$ cat config.mk
export PLATFORM = sky130hd
export DESIGN_NAME = uart_receiver
export DESIGN_NICKNAME = d
export VERILOG_FILES = /design/src/rtl/uart_receiver.sv
export SDC_FILE = /design/constraint.sdc
export NUM_CORES = 1
export LEC_CHECK = 0
export CAP_MARGIN = 20
export CORE_MARGIN = 3
export CORE_UTILIZATION = 40
export CTS_CLUSTER_DIAMETER = 200
export CTS_CLUSTER_SIZE = 20
export DETAILED_ROUTE_END_ITERATION = 10
export GPL_TIMING_DRIVEN = 0
export PLACE_DENSITY_LB_ADDON = 0.05
export SETUP_SLACK_MARGIN = 0.5
export SYNTH_ARGS = -nofsm -noshare
export SYNTH_HDL_FRONTEND = slang
export SYNTH_SLANG_ARGS = --single-unit
$ cat constraint.sdc
create_clock -name clk -period 5.8 [get_ports clk]
set_input_delay 0.58 -clock clk [delete_from_list [all_inputs] [get_ports clk]]
set_output_delay 0.58 -clock clk [all_outputs]
set_load 0.01 [all_outputs]
$ cat src/rtl/uart_receiver.sv
// UART 8N1 receiver: two-flop synchroniser, mid-bit sampling, LSB-first byte
// reassembly with stop-bit check, one-cycle rx_valid / frame_err strobes.
module uart_receiver #(
    parameter int BAUD_RATE = 9600,
    parameter int CLK_FREQ  = 100000000,
    parameter int BAUD_DIV  = CLK_FREQ / BAUD_RATE,
    parameter int HALF_DIV  = BAUD_DIV / 2
) (
    input  logic       clk,
    input  logic       reset_n,
    input  logic       rx,
    output logic [7:0] rx_data,
    output logic       rx_valid,
    output logic       frame_err,
    output logic       busy
);
    localparam int CW = (BAUD_DIV > 1) ? $clog2(BAUD_DIV) : 1;
    localparam logic [CW-1:0] BAUD_LAST = CW'(BAUD_DIV - 1);
    localparam logic [CW-1:0] HALF_LAST = CW'(HALF_DIV - 1);

    typedef enum logic [1:0] {IDLE, START, DATA, STOP} state_t;

    state_t        state;
    logic [CW-1:0] baud_cnt;
    logic [3:0]    bit_cnt;
    logic [7:0]    shift_reg;
    logic [2:0]    rx_pipe;
    logic [1:0]    warm;
    logic          rx_s;
    logic          rx_d;

    assign rx_s = rx_pipe[1];
    assign rx_d = rx_pipe[2];

    always_ff @(posedge clk) begin
        if (!reset_n) rx_pipe <= 3'b111;
        else          rx_pipe <= {rx_pipe[1:0], rx};
    end

    always_ff @(posedge clk) begin
        if (!reset_n) begin
            state     <= IDLE;
            baud_cnt  <= '0;
            bit_cnt   <= 4'd0;
            shift_reg <= 8'h00;
            rx_data   <= 8'h00;
            rx_valid  <= 1'b0;
            frame_err <= 1'b0;
            busy      <= 1'b0;
            warm      <= 2'd0;
        end else begin
            rx_valid  <= 1'b0;
            frame_err <= 1'b0;
            // Synchroniser resets high; ignore edges until real line values reach rx_d,
            // so a line held low out of reset never looks like a start bit.
            if (warm != 2'd3) warm <= warm + 2'd1;
            case (state)
                IDLE: begin
                    if (warm == 2'd3 && rx_d && !rx_s) begin
                        state    <= START;
                        baud_cnt <= '0;
                        busy     <= 1'b1;
                    end
                end
                START: begin
                    if (baud_cnt == HALF_LAST) begin
                        baud_cnt <= '0;
                        if (rx_s) begin
                            state <= IDLE;
                            busy  <= 1'b0;
                        end else begin
                            state   <= DATA;
                            bit_cnt <= 4'd0;
                        end
                    end else begin
                        baud_cnt <= baud_cnt + 1'b1;
                    end
                end
                DATA: begin
                    if (baud_cnt == BAUD_LAST) begin
                        baud_cnt  <= '0;
                        shift_reg <= {rx_s, shift_reg[7:1]};
                        bit_cnt   <= bit_cnt + 4'd1;
                        if (bit_cnt == 4'd7) state <= STOP;
                    end else begin
                        baud_cnt <= baud_cnt + 1'b1;
                    end
                end
                STOP: begin
                    if (baud_cnt == BAUD_LAST) begin
                        baud_cnt <= '0;
                        state    <= IDLE;
                        busy     <= 1'b0;
                        if (rx_s) begin
                            rx_data  <= shift_reg;
                            rx_valid <= 1'b1;
                        end else begin
                            frame_err <= 1'b1;
                        end
                    end else begin
                        baud_cnt <= baud_cnt + 1'b1;
                    end
                end
                default: begin
                    state <= IDLE;
                    busy  <= 1'b0;
                end
            endcase
        end
    end
endmodule
# After elaboration in Yosys (flattened, before gate mapping)
# Index checks and enable logic that the tools add are counted.
[classes]
addsub = 3
n_eq_ne = 15
muxes = 22
n_reduce_logical = 13
[ops]
columns = ["op", "count"]
rows = [
  ["$mux W14", 3],
  ["$pmux W14 S3", 1],
  ["$ne A2 B2 Y1 const B", 8],
  ["$add A14 B1 Y14 const B", 1],
  ["$eq A14 B13 Y1 const B", 1],
  ["$eq A14 B14 Y1 const B", 1],
  ["$mux W2", 6],
  ["$mux W4", 3],
  ["$reduce_and A5 Y1", 2],
  ["$pmux W2 S4", 1],
  ["$pmux W4 S2", 1],
  ["$eq A2 B2 Y1 const B", 3],
  ["$mux W1", 6],
  ["$reduce_and A3 Y1", 2],
  ["$add A4 B1 Y4 const B", 1],
  ["$eq A4 B3 Y1 const B", 1],
  ["$reduce_and A4 Y1", 1],
  ["$pmux W1 S3", 1],
  ["$reduce_bool A3 Y1", 1],
  ["$add A2 B1 Y2 const B", 1],
  ["$eq A2 B1 Y1 const B", 1],
  ["$logic_and A1 B1 Y1", 2],
  ["$logic_not A2 Y1", 1],
  ["$reduce_and A2 Y1", 1],
  ["3 further kinds", 3],
]
[word_totals]
ff_bits = 44
in_bits = 3
out_inout_bits = 11
wordCells = 63

# Longest topological paths before layout
# Gate-level depths: netlist of the first run.
[logic_depth]
ltp_word = 5
depth_mapped = 7
ltp_nobuf = 6

# Least setup slack after synthesis of the first run
# Ideal clock, no wire load.
[synth_path]
path_type = "register to register"
startpoint = "register baud_cnt[0]"
endpoint = "register bit_cnt[3]"
setup_time_ps = 75
arrival_time_ps = 1829
required_time_ps = 5725
path_slack_ps = 3896
stages_incl_launch_ff = 7
path_buffers = 0
period_less_slack_ps = 1904
cell_sequence = "dfxtp_1 -> ha_1 -> nand4bb_4 -> nor4_4 -> nor2_2 -> or4_1 -> a31oi_1"
[synth_between]
elab_chain_cells = 3
elab_cells_between_ends = 5
cone_classes = "4 x eq/ne; 1 x reduce/logical"
[synth_lines]
columns = ["element", "line", "rtl"]
rows = [
  ["start: declaration", "24", "logic [CW-1:0] baud_cnt;"],
  ["start signal: assignment", "76", "baud_cnt <= baud_cnt + 1'b1;"],
  ["start signal: assignment", "86", "baud_cnt <= baud_cnt + 1'b1;"],
  ["start signal: assignment", "101", "baud_cnt <= baud_cnt + 1'b1;"],
  ["$eq A14 B14 Y1 / $eq A14 B13 Y1 (equally long branches)", "80, 66", ""],
  ["$ne A2 B2 Y1 (no line)", "-", ""],
  ["$reduce_and A4 Y1 (no line) (*)", "-", ""],
  ["end signal: assignment", "83", "bit_cnt <= bit_cnt + 4'd1;"],
  ["end: declaration", "25", "logic [3:0] bit_cnt;"],
]
# Mark *: on every way between the ends. The rest lies on a longest branch, timed or not.
# A chain may end at the register's enable or synchronous reset.

# Final worst setup path of the first run
[layout_path]
startpoint = "register warm[0]"
endpoint = "register baud_cnt[2]"
[layout_between]
elab_chain_cells = 4
[layout_lines]
columns = ["element", "line", "rtl"]
rows = [
  ["start: declaration", "28", "logic [1:0] warm;"],
  ["start signal: assignment", "56", "if (warm != 2'd3) warm <= warm + 2'd1;"],
  ["$eq A2 B2 Y1", "59", "if (warm == 2'd3 && rx_d && !rx_s) begin"],
  ["$logic_and A1 B1 Y1 (2 in series)", "59", ""],
  ["$ne A2 B2 Y1 (no line)", "-", ""],
]
# Every way passes these cells.

==> summary.md, run 1 <==
| Metric | Value |
|---|---|
| Sequential share of the synthesized area | 44.8% |
| Pin count of the biggest net entering global routing | 14 |
| Post-Synthesis Cells | 205 |
| Critical path, cell by cell | ha_1 > a311oi_2 > clkbuf_1 > nor3b_1 > o21ai_0 > a21oi_1 |
| Status | complete, no violations |
| Period utilisation layout | 37.2% |
| Top delay family on crit path | compound AO/OA/AOI/OAI gates |
| Yosys warnings | 0 |
| Vias in the first global route | 1433 |
| Power share of the clock group | 35.4% |
| First-pass GRT wire length | 6.64 mm |
| Post-Syn Area | 1970 um2 |
| Slew @ Worst Pin | 830 ps |
| Synth Flop Type | dfxtp_1 |
| Max reg flops | 14 |
| Rows | 24 |
| HP Class | reg2reg |
| Post-DR wirelength/cell | 12.9 um |
| ANT nets after route | 0 |
| Initial antenna violation count | 0 |
| Final wirelength | 3.75 mm |
| Leakage | 0.000776 uW |
| Post-synthesis simple-gate area fraction | 27.5% |
| Final Hold Violating Endpoints | 0 |
| Worst-path clk slew | 80 ps |
| Mapped Nets | 211 |
| DR iter-0 viols | 106 |
| Busiest grt layer | met2 |
| Worst Path Arrival | 2340 ps |
| Effective utilization at floorplan | 43.4% |
| Max-cap viol count | 0 |
| Hpwl dp | 2.71 mm |
| Synth unique cells | 42 |
| Post-CTS Hold Fix Bufs | 0 |
| Crit-path max FO | 10 |
| Resized cells post-CTS | 0 |
| Clk sink count | 44 |
| Post-synthesis mux area share | 10.7% |
| Synth Area in Adders | 1.91% |
| CP max-delay cell | a311oi_2 |
| Synth top area share | 44.8% |
| Die height | 76.1 um |
| Setup WS pre-CTS | 3640 ps |
| Clock latency on the worst-skew pair | 300 ps |
| Crit path time final | 2150 ps |
| Switching Share | 22.8% |
| Tot GR Track Use | 14.0% |
| Nets | 231 |
| Cell Count, Final, Fillers Out | 290 |
| Power Dens Cells | 228 nW/um2 |
| Setup ws final | 3650 ps |
| Achievable frequency | 464 MHz |
| Combinational group share of total power | 4.6% |
| Die area | 5790 um2 |
| Slew Viols, Final | 0 |
| Global route total overflow | 0 |
| Gpl congestion | 0.790 |
| Setup TNS | 0 ps |
| Post-layout util | 49.8% |
| Share of cells above drive strength 1 | 8.44% |
| Vias per cell | 4.99 |
| Area added between synthesis and finish | 14.9% |
| Vias | 1448 |
| CP peak stage delay | 710 ps |
| Final setup violation count | 0 |
| Int Power | 397 uW |
| CTS tree | done |
| Main combinational cell family by area after synthesis | simple AND/OR/NAND/NOR gates |
| Placeable Area | 4530 um2 |
| Synth Register Bits | 44 |
| Post-CTS Setup Bufs | 0 |
| Drt drc | 0 |
| Chip Width | 76.1 um |
| Port Buffers | 13 |
| Count leader, synth | dfxtp_1 |
| Crit path buffers/inverters | 1 |
| Root buf cell | clkbuf_8 |
| Synth top area cells | dfxtp_1 45%, mux2i_1 11%, nor2_1 6.7% |
| Synth top cells by count | 44 x dfxtp_1, 35 x nor2_1, 21 x mux2i_1 |
| Post-synthesis xor/xnor area fraction | 5.34% |
| Buffer depth of the longest clock path | 2 |
| Met3 GRT Util | 3.78% |
| Antenna Cells | 0 |
| Post-route clock skew | 7.63 ps |
| Sw power | 117 uW |
| Peak supply drop | 0.162 mV |
| Cts bufs inserted | 5 |
| Syn_area_per_cell | 9.59 um2 |
| Sequential Power Share | 60.1% |
| RSZ-0062 raised after global routing | false |
| IO Pins | 14 |
| Synth Area in Compound Gates | 6.93% |
| CP required | 5990 ps |
| Deepest level of the CTS H-tree | 2 |
| CP Capture Type | register |
| Drt first pass iters | 4 |
| Post-synth EDFFs | 0 |
| Area leader, netlist | dfxtp_1 |
| Critical path class | reg2reg |
| Grt met2 use | 22.2% |
| Cell count after placement | 283 |
| FFs w/ async S/R, synth | 0% |
| Relative slew margins | 44.7% |
| Met1 Track Usage GR | 18.0% |
| Critical Path Start Type | register |
## final cells by class
cell class | instances | area, um2
Multi-Input combinational cell | 149 | 1030
Timing Repair Buffer | 13 | 130
Clock buffer | 5 | 68.8
Fill cell | 423 | 2270
Sequential cell | 44 | 881
Inverter | 5 | 18.8
Clock inverter | 2 | 12.5
Tap cell | 65 | 81.3
Buffer | 7 | 37.5
## worst paths after layout
kind                                             from                  endpoint  slack (ps)  cells after the start
worst max-delay path             warm[0]$_SDFFE_PN0P_  baud_cnt[2]$_SDFFE_PN0P_        3650                      6
worst min-delay path            rx_pipe[0]$_SDFF_PN1_     rx_pipe[1]$_SDFF_PN1_         420                      1
worst max register to register   warm[0]$_SDFFE_PN0P_  baud_cnt[2]$_SDFFE_PN0P_        3650                      6
worst min register to register  rx_pipe[0]$_SDFF_PN1_     rx_pipe[1]$_SDFF_PN1_         420                      1
## layer usage
| layer | part of all wire, % | wire length [um] |
|---|---|---|
| met1 | 48 | 1790 |
| met5 | 0 | 0 |
| met2 | 48 | 1790 |
| met3 | 2.6 | 96 |
| met4 | 1.8 | 68 |
## kinds of logic (layout without fill, tap and decap cells)
logic type               after synthesis  after routing
AO/OA/AOI/OAI                         18             18
buffers and inverters                 12             32
flip-flops                            44             44
multiplexers                          21             21
AND/OR/NAND/NOR                       95             95
adder cells (fa/ha/maj)                3              3
XOR/XNOR                              12             12
## cell usage in the layout (no fill, tap or decap), drive strengths merged, types with 3 or more instances in the layout
cell type	n
a21oi	4
a22oi	3
and2	3
clkbuf	10
clkdlybuf4s50	13
dfxtp	44
ha	3
inv	4
mux2i	21
nand2	15
nand2b	4
nand3	9
nand4bb	3
nor2	36
nor3	3
nor4	8
o21ai	3
xnor2	8
xor2	4
## power groups by stage
| stage | Sequential (uW) | Combinational, uW | Clock [uW] |
|---|---|---|---|
| after floorplan | 316 | 16.4 | 0 |
| after global placement | 316 | 22.8 | 0 |
| after detailed placement | 317 | 23.7 | 0 |
| after CTS | 309 | 24.0 | 189 |
| after global routing | 310 | 26.6 | 203 |
| final | 309 | 23.4 | 182 |
## per-stage QoR
stage	power, uW	instance area (um2)	hold slack, ps
finish	514	2260	418
global route	539	2260	451
detailed placement	340	2180	403
global placement	339	2180	391
floorplan	332	1970	386
CTS	523	2260	421
(Power assumes the default switching activity.)
==> inputs of run 2 (changes only) <==
clock period = 2.2 ns   (was 5.8 ns; I/O delays follow)
==> summary.md, run 2 (synthesis gave the netlist of run 1 again) <==
| Metric | Value |
|---|---|
| Slew Viols, Final | 0 (unchanged) |
| Share of cells above drive strength 1 | 25.1% (was 8.44%) |
| Max-cap viol count | 0 (unchanged) |
| Port Buffers | 13 (unchanged) |
| Buffer depth of the longest clock path | 2 (unchanged) |
| Post-route clock skew | 7.00 ps (was 7.63 ps) |
| Commonest non-fill, non-tap cells in the layout | 37 x dfxtp_1, 26 x nor2_1, 21 x mux2i_1 (was 44 x dfxtp_1, 35 x nor2_1, 21 x mux2i_1) |
| Reg2Reg Setup Slack | 290 ps (was 3650 ps) |
| R2r endpoint | bit_cnt[3]$_SDFFE_PN0P_ (was baud_cnt[2]$_SDFFE_PN0P_) |
| Initial antenna violation count | 0 (unchanged) |
| Most common cell after layout, fill and taps aside | dfxtp_1 (unchanged) |
| Placed cell areas | 2230 um2 (was 2180 um2) |
| Period utilisation layout | 86.8% (was 37.2%) |
| CTS tree | done (unchanged) |
| Power share of the clock group | 40.1% (was 35.4%) |
| DR iter-0 viols | 59 (was 106) |
| Hold Crit Start | rx_pipe[0]$_SDFF_PN1_ (unchanged) |
| FF-to-FF Start | baud_cnt[1]$_SDFFE_PN0P_ (was warm[0]$_SDFFE_PN0P_) |
| Clk sink count | 44 (unchanged) |
| Final Hold Violating Endpoints | 0 (unchanged) |
| Power Dens Cells | 578 nW/um2 (was 228 nW/um2) |
| Drt drc | 0 (unchanged) |
| Gpl congestion | 0.827 (was 0.790) |
| Crit path buffers/inverters | 0 (was 1) |
| Sw power | 314 uW (was 117 uW) |
| Drt first pass iters | 4 (unchanged) |
| Max reg flops | 14 (unchanged) |
| Sequential Power Share | 54.6% (was 60.1%) |
| R2R depth | 6 (unchanged) |
| Rows | 24 (unchanged) |
| Global route total overflow | 0 (unchanged) |
| Cell area after layout | 2580 um2 (was 2260 um2) |
| RSZ-0062 raised after global routing | true (was false) |
| Area added between synthesis and finish | 31.0% (was 14.9%) |
| Switching Share | 21.1% (was 22.8%) |
| Worst Path Arrival | 2120 ps (was 2340 ps) |
| Top delay family on crit path | simple AND/OR/NAND/NOR gates (was compound AO/OA/AOI/OAI gates) |
| Achievable frequency | 524 MHz (was 464 MHz) |
| Deepest level of the CTS H-tree | 2 (unchanged) |
| IO Pins | 14 (unchanged) |
| Critical path class | reg2reg (unchanged) |
| Tot GR Track Use | 15.4% (was 14.0%) |
| Post-CTS Hold Fix Bufs | 0 (unchanged) |
| Die area | 5790 um2 (unchanged) |
| First-pass GRT wire length | 7.39 mm (was 6.64 mm) |
| Critical Path Start Type | register (unchanged) |
| Clock latency on the worst-skew pair | 290 ps (was 300 ps) |
| CP startpoint | baud_cnt[1]$_SDFFE_PN0P_ (was warm[0]$_SDFFE_PN0P_) |
| Final setup violation count | 0 (unchanged) |
| Int Power | 1180 uW (was 397 uW) |
| Min Hold Slack | 409 ps (was 418 ps) |
| Post-DR wirelength/cell | 14.1 um (was 12.9 um) |
| CP peak stage delay | 510 ps (was 710 ps) |
| Vias | 1568 (was 1448) |
| ANT nets after route | 0 (unchanged) |
| Worst-path clk slew | 80 ps (about the same) |
| Combinational group share of total power | 5.3% (was 4.6%) |
| HP Class | reg2reg (unchanged) |
| Die height | 76.1 um (unchanged) |
| Root buf cell | clkbuf_8 (unchanged) |
| CP Capture Type | register (unchanged) |
| Vias in the first global route | 1602 (was 1433) |
| Effective utilization at floorplan | 43.4% (unchanged) |
| CP max-delay cell | or4_1 (was a311oi_2) |
| Vias per cell | 5.16 (was 4.99) |
| Levels on crit path | 6 (unchanged) |
| Pin count of the biggest net entering global routing | 14 (unchanged) |
| Crit path capture | bit_cnt[3]$_SDFFE_PN0P_ (was baud_cnt[2]$_SDFFE_PN0P_) |
| Chip Width | 76.1 um (unchanged) |
| Placeable Area | 4530 um2 (unchanged) |
| Antenna Cells | 0 (unchanged) |
| CP required | 2410 ps (was 5990 ps) |
| Final wirelength | 4.30 mm (was 3.75 mm) |
| Slew @ Worst Pin | 443 ps (was 830 ps) |
| Peak supply drop | 0.407 mV (was 0.162 mV) |
| Critical path, cell by cell | ha_4 > nand4bb_4 > nor4_4 > nor2_4 > or4_1 > a31oi_1 (was ha_1 > a311oi_2 > clkbuf_1 > nor3b_1 > o21ai_0 > a21oi_1) |
| Nets | 244 (was 231) |
| Crit path time final | 1910 ps (was 2150 ps) |
| Relative slew margins | 70.5% (was 44.7%) |
| Setup TNS | 0 ps (unchanged) |
| Leakage | 0.000881 uW (was 0.000776 uW) |
| Cts bufs inserted | 5 (unchanged) |
| Hpwl dp | 2.81 mm (was 2.71 mm) |
| Status | complete, no violations (unchanged) |
| Crit-path max FO | 6 (was 10) |
[run 2: cell types whose count changed in the layout (fill, tap and decap cells not counted), sizes merged]
cell / change
buf: +14
bufinv: +1
clkinvlp: -1
[run 2: repair_timing]
| item | 4_1_cts | 5_1_grt |
|---|---|---|
| gates resized for setup | 14 | 20 |
| endpoints found under the setup margin | 38 | 39 |
| buffers inserted | 13 | 0 |
| pin swaps | 7 | 9 |
[run 2: power groups by stage]
stage	registers, uW	logic, uW	clock network, uW
2_1_floorplan	833	45.7	0
3_3_place_gp	834	62.6	0
3_5_place_dp	834	64.4	0
4_1_cts	813	74.9	623
5_1_grt	815	87.6	658
6_report	813	79.0	598
[run 2: worst min path at each step]
stage	end	slack (ps)	cells past startpoint
after floorplan	rx_pipe[1]$_SDFF_PN1_	290	1
after global placement	rx_pipe[1]$_SDFF_PN1_	400	1
after detailed placement	rx_pipe[1]$_SDFF_PN1_	390	1
after CTS	rx_pipe[1]$_SDFF_PN1_	410	1
after global routing	rx_pipe[1]$_SDFF_PN1_	450	1
final	rx_pipe[1]$_SDFF_PN1_	410	1
[run 2: metal layers]
| metal | global-route usage [%] | share of wire [%] | up-vias |
|---|---|---|---|
| met3 | 3.66 | 2.4 | 6 |
| met2 | 25.7 | 51 | 23 |
| met5 | 0 | 0 | - |
| met4 | 6.34 | 1.4 | 0 |
| met1 | 19.0 | 46 | 753 |
| li1 | - | - | 786 |
[run 2: stage by stage]
stage               power, uW  worst slack [ps]  instances  util, %
finish                   1490               291        304     56.8
CTS                      1510               276        304     55.2
global placement          897               156        283     49.3
floorplan                 879               354        205        -
detailed placement        899               134        283     49.3
global route             1560               192        304     56.8
[run 2: layout make-up]
cell class              instances  area [um2]
clock inverters                 2        35.0
inverters                       5        18.8
clock buffers                   6        72.6
multi-input cells             149        1170
plain buffers                   7        61.3
well taps                      65        81.3
flip-flops and latches         44         895
fillers                       415        1960
repair buffers                 26         239
==> inputs of run 3 (changes only) <==
SLEW_MARGIN = 5   (was default)
==> results of run 3 <==
No change in the layout: final DEF, timing and power equal those of run 2.
